`src/rtl/div8su4_seq.sv`:
```
// Sequential signed-by-unsigned divider: 8-bit signed s / 4-bit unsigned u,
// one restoring step per cycle. Define DIV8SU4_EARLY_EXIT_EN to skip CALC when |s| < u.
module div8su4_seq (
  input  logic       clk,
  input  logic       rst_n,
  input  logic       in_valid,
  output logic       in_ready,
  input  logic [7:0] s,
  input  logic [3:0] u,
  output logic       out_valid,
  input  logic       out_ready,
  output logic [7:0] quot,
  output logic [4:0] rem,
  output logic       div0
);

  // Handshakes: a transfer happens on a rising edge where valid & ready are both
  // high; valid holds its payload stable until then; ready never depends on valid.

  typedef enum logic [1:0] {
    IDLE = 2'd0,
    CALC = 2'd1,
    DONE = 2'd2
  } state_t;

  state_t      state_q;
  logic        neg_q;
  logic [7:0]  dvd_q;
  logic [3:0]  div_q;
  logic [4:0]  pr_q;
  logic [3:0]  cnt_q;
  logic [7:0]  quot_q;
  logic [4:0]  rem_q;
  logic        out_valid_q;
  logic        div0_q;

  logic        accept;
  logic [7:0]  s_mag;
  logic [4:0]  trial;
  logic        ge;
  logic [4:0]  pr_d;
  logic [7:0]  qmag_d;
  logic [7:0]  quot_d;
  logic [4:0]  rem_d;

  assign in_ready = (state_q == IDLE) && rst_n;
  assign accept   = in_valid && in_ready;

  // |s| as unsigned; -128 maps onto 8'h80 which reads as 128.
  assign s_mag = s[7] ? (~s + 8'd1) : s;

  // The partial remainder is always below u, so only its low 4 bits carry into the shift.
  always_comb begin
    trial  = {pr_q[3:0], dvd_q[7]};
    ge     = (trial >= {1'b0, div_q});
    pr_d   = ge ? (trial - {1'b0, div_q}) : trial;
    qmag_d = {dvd_q[6:0], ge};
    quot_d = neg_q ? (~qmag_d + 8'd1) : qmag_d;
    rem_d  = neg_q ? (~pr_d + 5'd1) : pr_d;
  end

  always_ff @(posedge clk) begin
    if (!rst_n) begin
      state_q     <= IDLE;
      neg_q       <= 1'b0;
      dvd_q       <= 8'd0;
      div_q       <= 4'd0;
      pr_q        <= 5'd0;
      cnt_q       <= 4'd0;
      quot_q      <= 8'd0;
      rem_q       <= 5'd0;
      out_valid_q <= 1'b0;
      div0_q      <= 1'b0;
    end else begin
      case (state_q)
        IDLE: begin
          if (accept) begin
            neg_q <= s[7];
            dvd_q <= s_mag;
            div_q <= u;
            if (u == 4'd0) begin
              quot_q      <= 8'd0;
              rem_q       <= 5'd0;
              div0_q      <= 1'b1;
              out_valid_q <= 1'b1;
              state_q     <= DONE;
            end
`ifdef DIV8SU4_EARLY_EXIT_EN
            else if (s_mag < {4'd0, u}) begin
              quot_q      <= 8'd0;
              rem_q       <= s[4:0];
              div0_q      <= 1'b0;
              out_valid_q <= 1'b1;
              state_q     <= DONE;
            end
`endif
            else begin
              pr_q    <= 5'd0;
              cnt_q   <= 4'd8;
              div0_q  <= 1'b0;
              state_q <= CALC;
            end
          end
        end
        CALC: begin
          pr_q  <= pr_d;
          dvd_q <= qmag_d;
          cnt_q <= cnt_q - 4'd1;
          if (cnt_q == 4'd1) begin
            quot_q      <= quot_d;
            rem_q       <= rem_d;
            out_valid_q <= 1'b1;
            state_q     <= DONE;
          end
        end
        DONE: begin
          if (out_ready) begin
            out_valid_q <= 1'b0;
            state_q     <= IDLE;
          end
        end
        default: state_q <= IDLE;
      endcase
    end
  end

  assign out_valid = out_valid_q;
  assign quot      = quot_q;
  assign rem       = rem_q;
  assign div0      = div0_q;

endmodule

```
`config.mk`:
```
export PLATFORM = sky130hd
export DESIGN_NAME = div8su4_seq
export DESIGN_NICKNAME = d
export VERILOG_FILES = /design/src/rtl/div8su4_seq.sv
export SDC_FILE = /design/constraint.sdc
export NUM_CORES = 1
export LEC_CHECK = 0
export ABC_CLOCK_PERIOD_IN_PS = 2520
export CAP_MARGIN = 40
export CORE_MARGIN = 2
export CORE_UTILIZATION = 50
export CTS_CLUSTER_DIAMETER = 100
export DETAILED_ROUTE_END_ITERATION = 6
export PLACE_DENSITY = 0.83
export SYNTH_ARGS = -nofsm -noshare
export SYNTH_HDL_FRONTEND = slang
export SYNTH_SLANG_ARGS = --single-unit
```
`constraint.sdc`:
```
create_clock -name clk -period 2.52 [get_ports clk]
set_input_delay 0.252 -clock clk [delete_from_list [all_inputs] [get_ports clk]]
set_output_delay 0.252 -clock clk [all_outputs]
set_load 0.02 [all_outputs]
```
==> results of run 1 <==
## metal layers
metal / part of all wire (%) / GRT usage, % / up-vias
met4: 2.5 / 9.644 / 0
li1: - / - / 1004
met2: 48 / 36.03 / 54
met1: 45 / 26.67 / 922
met5: 0 / 0 / -
met3: 4.8 / 5.271 / 13
## state kept, by name (all words and copies together), names as in the netlist
signal	count
cnt_q	4
div0	1
div_q	4
dvd_q	8
neg_q	1
out_valid	1
pr_q	4
quot	8
rem	5
state_q	2
## final cells by class
type | count | area share, %
clock inverter | 1 | 1.081
tap | 52 | 2.342
clock buffer | 6 | 2.973
timing repair buffer | 41 | 13.87
sequential | 38 | 27.39
multi-input combinational | 202 | 50.72
inverter | 12 | 1.622
## critical path: stages, from the launching register on
cell	delay (ns)
sky130_fd_sc_hd__dfxtp_1	0.35
sky130_fd_sc_hd__inv_1	0.08
sky130_fd_sc_hd__ha_1	0.34
sky130_fd_sc_hd__and4_4	0.23
sky130_fd_sc_hd__or3_4	0.37
sky130_fd_sc_hd__nor3_1	0.18
sky130_fd_sc_hd__a21oi_1	0.08
sky130_fd_sc_hd__inv_1	0.07
sky130_fd_sc_hd__ha_1	0.16
sky130_fd_sc_hd__o211a_1	0.17
sky130_fd_sc_hd__mux2i_1	0.18
sky130_fd_sc_hd__nand3_1	0.08
## logic make-up (layout without fill, tap and decap cells)
kind of cell / after synthesis / count (layout) / synth area share [%]
xor+xnor: 16 / 16 / 6.239
fa+ha+maj: 10 / 10 / 5.905
compound gates: 66 / 66 / 22.01
mux: 4 / 4 / 1.783
flops: 38 / 38 / 33.87
buf+inv: 24 / 60 / 4.123
simple gates: 106 / 106 / 26.07
## how the worst min path moves through the flow
stage | from | end | slack [ns]
after floorplan | u[0] | div_q[0] | 0.40
after global placement | rem[3] | rem[3] | 0.44
after detailed placement | quot[3] | quot[3] | 0.45
after CTS | rem[3] | rem[3] | 0.47
after global routing | rem[3] | rem[3] | 0.48
final | rem[3] | rem[3] | 0.46
## stage by stage
step           utilization, %  cells
2_1_floorplan               -    264
3_3_place_gp            60.83    345
3_5_place_dp            60.83    345
4_1_cts                 63.42    352
5_1_grt                 63.79    352
6_report                63.79    352
## cells in the final DEF (no fill, tap or decap), drive strengths merged, types with 3 or more instances in the layout
| cell type | synthesis | final |
|---|---|---|
| buf | 2 | 10 |
| xor2 | 6 | 6 |
| nor3 | 7 | 7 |
| nor3b | 3 | 3 |
| o22ai | 3 | 3 |
| nand2b | 6 | 6 |
| a21boi | 12 | 12 |
| clkbuf | 10 | 6 |
| mux2i | 4 | 4 |
| a22oi | 10 | 10 |
| o31ai | 4 | 4 |
| nand2 | 35 | 35 |
| inv | 12 | 12 |
| xnor2 | 10 | 10 |
| clkdlybuf4s50 | 0 | 31 |
| ha | 9 | 9 |
| nand3 | 4 | 4 |
| a21oi | 10 | 10 |
| and2 | 8 | 8 |
| o21ai | 13 | 13 |
| nor2b | 12 | 12 |
| or3 | 4 | 4 |
| or2 | 6 | 6 |
| dfxtp | 38 | 38 |
| nor2 | 8 | 8 |
## repair_timing
action | CTS | global route
gates resized for setup | 0 | 4
hold buffers | 0 | 0
setup endpoints to repair | 0 | 6
## power by group through the flow
stage	Combinational [uW]	Sequential (uW)	Clock [uW]
finish	646	691	529
CTS	632	688	538
global route	713	698	567
global placement	615	700	0
floorplan	461	690	0
detailed placement	628	702	0
==> impl_metrics.prom, run 1 <==
# TYPE chip_impl_metric gauge
chip_impl_metric{name="synth.distinct_cells",unit=""} 53
chip_impl_info{name="setup.worst_path.end_class",value="register"} 1
chip_impl_metric{name="tightest_slew",unit="ns"} 0.7018
chip_impl_metric{name="final_nets",unit=""} 326
chip_impl_metric{name="die_area",unit="sq um"} 5044
chip_impl_metric{name="worst_ep_required_time",unit="ns"} 2.70
chip_impl_metric{name="p_per_area",unit="nW/um^2"} 671.5
chip_impl_metric{name="fp.coreArea",unit="sq um"} 4354
chip_impl_metric{name="synth-edff-count",unit=""} 0
chip_impl_metric{name="antenna_diode_count",unit=""} 0
chip_impl_metric{name="pin_count",unit=""} 32
chip_impl_metric{name="detail_route.first_pass.iterations",unit=""} 4
chip_impl_metric{name="ys_seq_elements",unit=""} 38
chip_impl_metric{name="grt_first_pass_wirelength",unit="um"} 8666
chip_impl_metric{name="design_area",unit="sq um"} 2778
chip_impl_metric{name="cell_rows",unit=""} 24
chip_impl_metric{name="grt_antenna_before_repair",unit=""} 0
chip_impl_metric{name="drcViolationCount",unit=""} 0
chip_impl_metric{name="achievable-frequency",unit="GHz"} 0.4180
chip_impl_metric{name="asyncSetResetFlopFracSynth",unit="%"} 0
chip_impl_metric{name="vdd_drop_max",unit="mV"} 0.3281
chip_impl_info{name="ys.flop_type",value="sky130_fd_sc_hd__dfxtp_1"} 1
chip_impl_info{name="synthTopCellsByCount",value="sky130_fd_sc_hd__dfxtp_1 (38), sky130_fd_sc_hd__nand2_1 (34), sky130_fd_sc_hd__nor2b_1 (12), sky130_fd_sc_hd__o21ai_0 (12)"} 1
chip_impl_info{name="crit_start",value="dvd_q[7]"} 1
chip_impl_metric{name="report.final.hold_viol_count",unit=""} 0
chip_impl_info{name="unrepaired_setup_endpoints_after_global_routing",value="true"} 1
chip_impl_metric{name="nFillCells",unit=""} 366
chip_impl_metric{name="synth_largest_type_area_fraction",unit="%"} 33.87
chip_impl_metric{name="fp.dieW",unit="um"} 71.02
chip_impl_metric{name="layout-area-overhead-vs-synth",unit="%"} 23.68
chip_impl_metric{name="clk_pin_slew",unit="ns"} 0.07
chip_impl_metric{name="design_power_total",unit="uW"} 1865
chip_impl_metric{name="area_used_by_sequential_logic_in_the_layout",unit="sq um"} 760.7
chip_impl_metric{name="slew-limit-headroom",unit="%"} 53.11
chip_impl_metric{name="gp_congestion",unit=""} 0.8714
chip_impl_metric{name="critPathArrivalTime",unit="ns"} 2.57
chip_impl_metric{name="sequentialPowerShare",unit="%"} 37.0
chip_impl_info{name="synth_area_leaders",value="sky130_fd_sc_hd__dfxtp_1 (34%), sky130_fd_sc_hd__nand2_1 (5.7%), sky130_fd_sc_hd__ha_1 (5.0%)"} 1
chip_impl_metric{name="gr-usage-all-layers",unit="%"} 21.71
chip_impl_metric{name="synth_area",unit="sq um"} 2246
chip_impl_metric{name="maxCapViolations",unit=""} 0
chip_impl_info{name="worst_setup_path_endpoint",value="rem[4]"} 1
chip_impl_metric{name="number_of_global_route_vias_before_repair",unit=""} 1903
chip_impl_metric{name="post_route_cells_drive_above_1_share",unit="%"} 12.33
chip_impl_info{name="hold_class",value="register to register"} 1
chip_impl_metric{name="placement.cell_area",unit="sq um"} 2649
chip_impl_metric{name="total_area_of_multi_input_combinational_cells",unit="sq um"} 1409
chip_impl_metric{name="pwr-share-comb",unit="%"} 34.6
chip_impl_metric{name="cts_setup_buffers",unit=""} 0
chip_impl_info{name="synth_largest_area_cell",value="sky130_fd_sc_hd__dfxtp_1"} 1
chip_impl_metric{name="internal_cell_power",unit="uW"} 1267
chip_impl_metric{name="power_frac_clock",unit="%"} 28.3
chip_impl_metric{name="post-place-ws",unit="ns"} 0.05090
chip_impl_metric{name="setup_ws",unit="ns"} 0.1276
chip_impl_metric{name="clock_sink_total",unit=""} 38
chip_impl_metric{name="vias_per_cell",unit=""} 5.662
chip_impl_metric{name="r2r_slack",unit="ns"} 0.13
chip_impl_metric{name="cts_made_buffers",unit=""} 5
chip_impl_metric{name="cts_buffer_depth",unit=""} 2
chip_impl_metric{name="avgRoutedWirePerCell",unit="um"} 14.16
chip_impl_info{name="root_buffer",value="sky130_fd_sc_hd__clkbuf_8"} 1
chip_impl_metric{name="avgSynthCellArea",unit="sq um"} 8.507
chip_impl_metric{name="ys.warnings.count",unit=""} 0
chip_impl_metric{name="whs_path_depth",unit=""} 2
chip_impl_metric{name="grt_start_max_net_pins",unit=""} 26
chip_impl_info{name="run_status",value="complete, no violations"} 1
chip_impl_metric{name="numPortBuffers",unit=""} 31
chip_impl_metric{name="drv_slew",unit=""} 0
chip_impl_metric{name="switching_share",unit="%"} 32.06
chip_impl_metric{name="layout_worst_path_cycle_share",unit="%"} 94.94
chip_impl_metric{name="post_detailed_routing_wire_length",unit="um"} 4983
chip_impl_metric{name="detailedRoute.firstIterationViolations",unit=""} 89
chip_impl_metric{name="post-route-min-period",unit="ns"} 2.392
chip_impl_metric{name="drtAntennaViolNets",unit=""} 0
chip_impl_info{name="cts_tree",value="built"} 1
chip_impl_metric{name="die-height",unit="um"} 71.02
chip_impl_metric{name="leakagePower",unit="uW"} 0.001053
chip_impl_info{name="critPathLaunchType",value="register"} 1
chip_impl_metric{name="worstPathMaxFanout",unit=""} 4
chip_impl_metric{name="dp_hpwl",unit="um"} 3713
chip_impl_metric{name="initial_core_util",unit="%"} 51.58
chip_impl_metric{name="finalClockSkew",unit="ns"} 0.002871
chip_impl_metric{name="finalSetupViolations",unit=""} 0
chip_impl_metric{name="mappedNetlistNets",unit=""} 290
chip_impl_metric{name="switching_power",unit="uW"} 597.9
chip_impl_metric{name="htree_levels",unit=""} 2
chip_impl_metric{name="detailroute.via_count",unit=""} 1993
chip_impl_metric{name="hold_ws",unit="ns"} 0.4554
chip_impl_metric{name="worst_reg2reg_path_length_in_cells",unit=""} 11
chip_impl_info{name="r2r_start",value="dvd_q[7]"} 1
chip_impl_info{name="crit-reg2reg-capture",value="rem[4]"} 1
chip_impl_metric{name="insertion_delay",unit="ns"} 0.29
chip_impl_metric{name="postSynthCellCount",unit=""} 264
chip_impl_metric{name="setup_total_negative_slack",unit="ns"} 0
chip_impl_info{name="synthMostInstantiatedCell",value="sky130_fd_sc_hd__dfxtp_1"} 1
chip_impl_info{name="crit_type",value="register to register"} 1
chip_impl_metric{name="globalRouteOverflowTotal",unit=""} 0
chip_impl_metric{name="yosysSeqAreaShare",unit="%"} 33.87
Power figures use the tool's default switching activity.
==> run 2, diff against run 1 <==
--- a/config.mk
+++ b/config.mk
@@ -11,6 +11,7 @@
 export CORE_UTILIZATION = 50
 export CTS_CLUSTER_DIAMETER = 100
 export DETAILED_ROUTE_END_ITERATION = 6
+export GPL_ROUTABILITY_DRIVEN = 0
 export PLACE_DENSITY = 0.83
 export SYNTH_ARGS = -nofsm -noshare
 export SYNTH_HDL_FRONTEND = slang
==> results of run 2 <==
Final layout, timing and power as in run 1 (identical DEF).
==> run 3, diff against run 2 <==
--- a/config.mk
+++ b/config.mk
@@ -7,12 +7,15 @@
 export LEC_CHECK = 0
 export ABC_CLOCK_PERIOD_IN_PS = 2520
 export CAP_MARGIN = 40
+export CELL_PAD_IN_SITES_DETAIL_PLACEMENT = 0
+export CELL_PAD_IN_SITES_GLOBAL_PLACEMENT = 1
 export CORE_MARGIN = 2
-export CORE_UTILIZATION = 50
+export CORE_UTILIZATION = 41
 export CTS_CLUSTER_DIAMETER = 100
 export DETAILED_ROUTE_END_ITERATION = 6
 export GPL_ROUTABILITY_DRIVEN = 0
-export PLACE_DENSITY = 0.83
+export GPL_TIMING_DRIVEN = 0
+export PLACE_DENSITY = 0.89
 export SYNTH_ARGS = -nofsm -noshare
 export SYNTH_HDL_FRONTEND = slang
 export SYNTH_SLANG_ARGS = --single-unit
==> impl_metrics.prom, run 3 (synthesis results as in run 1) <==
# TYPE chip_impl_metric gauge
chip_impl_info{name="run_status",value="complete, no violations"} 1
chip_impl_info{name="critPathLaunchType",value="register"} 1
chip_impl_metric{name="final_nets",unit=""} 331
chip_impl_metric{name="avgRoutedWirePerCell",unit="um"} 14.00
chip_impl_metric{name="detailedRoute.firstIterationViolations",unit=""} 96
chip_impl_metric{name="dp_hpwl",unit="um"} 3753
chip_impl_info{name="layout_common_cells",value="sky130_fd_sc_hd__nand2_1 (34), sky130_fd_sc_hd__dfxtp_1 (34), sky130_fd_sc_hd__clkdlybuf4s50_1 (29)"} 1
chip_impl_metric{name="drcViolationCount",unit=""} 0
chip_impl_metric{name="detailroute.via_count",unit=""} 1965
chip_impl_metric{name="detail_route.first_pass.iterations",unit=""} 4
chip_impl_metric{name="post_route_cells_drive_above_1_share",unit="%"} 15.08
chip_impl_metric{name="die_area",unit="sq um"} 6086
chip_impl_metric{name="drv_slew",unit=""} 0
chip_impl_metric{name="worstPathMaxFanout",unit=""} 5
chip_impl_metric{name="finalClockSkew",unit="ns"} 0.009243
chip_impl_metric{name="insertion_delay",unit="ns"} 0.29
chip_impl_info{name="hold_class",value="input pin to register"} 1
chip_impl_info{name="cts_tree",value="built"} 1
chip_impl_metric{name="grt_antenna_before_repair",unit=""} 0
chip_impl_metric{name="numPortBuffers",unit=""} 29
chip_impl_metric{name="design_power_total",unit="uW"} 1820
chip_impl_metric{name="fp.dieW",unit="um"} 78.01
chip_impl_metric{name="number_of_global_route_vias_before_repair",unit=""} 1855
chip_impl_metric{name="initial_core_util",unit="%"} 43.15
chip_impl_info{name="root_buffer",value="sky130_fd_sc_hd__clkbuf_8"} 1
chip_impl_metric{name="drtAntennaViolNets",unit=""} 0
chip_impl_metric{name="hold_ws",unit="ns"} 0.3058
chip_impl_metric{name="worst_ep_required_time",unit="ns"} 2.71
chip_impl_metric{name="nFillCells",unit=""} 494
chip_impl_metric{name="fp.coreArea",unit="sq um"} 5205
chip_impl_metric{name="antenna_diode_count",unit=""} 0
chip_impl_info{name="crit_type",value="register to register"} 1
chip_impl_metric{name="layout-area-overhead-vs-synth",unit="%"} 26.63
chip_impl_metric{name="clk_pin_slew",unit="ns"} 0.08
chip_impl_metric{name="pin_count",unit=""} 32
chip_impl_metric{name="maxCapViolations",unit=""} 0
chip_impl_metric{name="placement.cell_area",unit="sq um"} 2624
chip_impl_metric{name="layout_worst_path_cycle_share",unit="%"} 96.21
chip_impl_metric{name="tightest_slew",unit="ns"} 0.6930
chip_impl_info{name="setup.worst_path.end_class",value="register"} 1
chip_impl_metric{name="finalSetupViolations",unit=""} 0
chip_impl_metric{name="achievable-frequency",unit="GHz"} 0.4125
chip_impl_metric{name="gr-usage-all-layers",unit="%"} 18.08
chip_impl_metric{name="htree_levels",unit=""} 2
chip_impl_metric{name="leakagePower",unit="uW"} 0.001031
chip_impl_metric{name="p_per_area",unit="nW/um^2"} 640.0
chip_impl_metric{name="post-route-min-period",unit="ns"} 2.424
chip_impl_metric{name="post_detailed_routing_wire_length",unit="um"} 5249
chip_impl_metric{name="grt_start_max_net_pins",unit=""} 12
chip_impl_metric{name="cts_buffer_depth",unit=""} 2
chip_impl_metric{name="slew-limit-headroom",unit="%"} 53.70
chip_impl_metric{name="vdd_drop_max",unit="mV"} 0.2977
chip_impl_metric{name="grt_first_pass_wirelength",unit="um"} 8769
chip_impl_metric{name="critPathArrivalTime",unit="ns"} 2.61
chip_impl_metric{name="cell_rows",unit=""} 26
chip_impl_metric{name="die-height",unit="um"} 78.01
chip_impl_metric{name="design_area",unit="sq um"} 2844
chip_impl_metric{name="cts_made_buffers",unit=""} 5
chip_impl_metric{name="report.final.hold_viol_count",unit=""} 0
chip_impl_metric{name="vias_per_cell",unit=""} 5.240
chip_impl_metric{name="globalRouteOverflowTotal",unit=""} 0
chip_impl_metric{name="clock_sink_total",unit=""} 38
==> run 3: cell count changes in the layout (fill, tap and decap cells not counted), sizes merged <==
cell	previous run	this run
buf	10	7
bufinv	1	0
clkinv	0	2
clkdlybuf4s50	31	29
clkbuf	6	15
==> run 3: critical path: stages (launching register included) <==
cell and delay (ns):
sky130_fd_sc_hd__dfxtp_2 0.32, sky130_fd_sc_hd__inv_1 0.12, sky130_fd_sc_hd__ha_4 0.22, sky130_fd_sc_hd__nor2b_2 0.17, sky130_fd_sc_hd__o311ai_2 0.31, sky130_fd_sc_hd__nand2_2 0.23
sky130_fd_sc_hd__inv_4 0.12, sky130_fd_sc_hd__ha_1 0.17, sky130_fd_sc_hd__nand2b_1 0.09, sky130_fd_sc_hd__o21ai_1 0.17, sky130_fd_sc_hd__xor2_1 0.16, sky130_fd_sc_hd__nor3_1 0.07
sky130_fd_sc_hd__a21oi_1 0.14, sky130_fd_sc_hd__nor2b_1 0.05
==> run 3: power breakdown <==
group	internal, uW	total [uW]	switching [uW]
combinational	348	737	389
sequential	644	688	43.7
clock	186	395	210
total	1180	1820	642
==> run 3: routing by layer <==
| metal | up-vias | track usage, % | part of all wire, % |
|---|---|---|---|
| met1 | 906 | 23.69 | 49 |
| met5 | - | 0 | 0 |
| met2 | 46 | 30.09 | 47 |
| met3 | 6 | 3.678 | 3.2 |
| met4 | 0 | 5.439 | 1.0 |
| li1 | 1007 | - | - |
==> run 3: layout make-up <==
class / count / area (sq um) / area share [%]
Clock inverter: 2 / 10.01 / 0.3520
Multi-Input combinational cell: 202 / 1486 / 52.27
Inverter: 12 / 47.55 / 1.672
Buffer: 12 / 47.55 / 1.672
Timing Repair Buffer: 34 / 327.8 / 11.53
Clock buffer: 5 / 68.82 / 2.420
Tap cell: 70 / 87.58 / 3.080
Sequential cell: 38 / 768.2 / 27.01
==> run 3: path summary, 6_finish.rpt <==
check                               from      end  slack [ns]  cells past startpoint
worst max-delay path            div_q[1]  quot[4]         0.1                     13
worst min-delay path               rst_n     div0        0.31                      2
worst max register to register  div_q[1]  quot[4]         0.1                     13
worst min register to register    rem[3]   rem[3]        0.45                      2
==> run 3: per-stage QoR <==
| stage | cells | TNS [ns] | setup slack [ns] | util (%) |
|---|---|---|---|---|
| after global placement | 363 | -0.05498 | -0.03521 | 50.41 |
| after CTS | 371 | 0 | 0.05615 | 52.16 |
| after global routing | 375 | -0.03826 | -0.02979 | 54.64 |
| final | 375 | 0 | 0.09551 | 54.64 |
| after floorplan | 264 | 0 | 0.2325 | - |
| after detailed placement | 363 | -0.01401 | -0.01401 | 50.41 |
==> run 3: what timing repair did <==
action                                  CTS  global route
hold buffers                              0             0
resized for setup                         1            20
hold endpoints to repair                  0             0
endpoints found under the setup margin    3             5
buffers inserted                          1             4
pin swaps                                 1             6
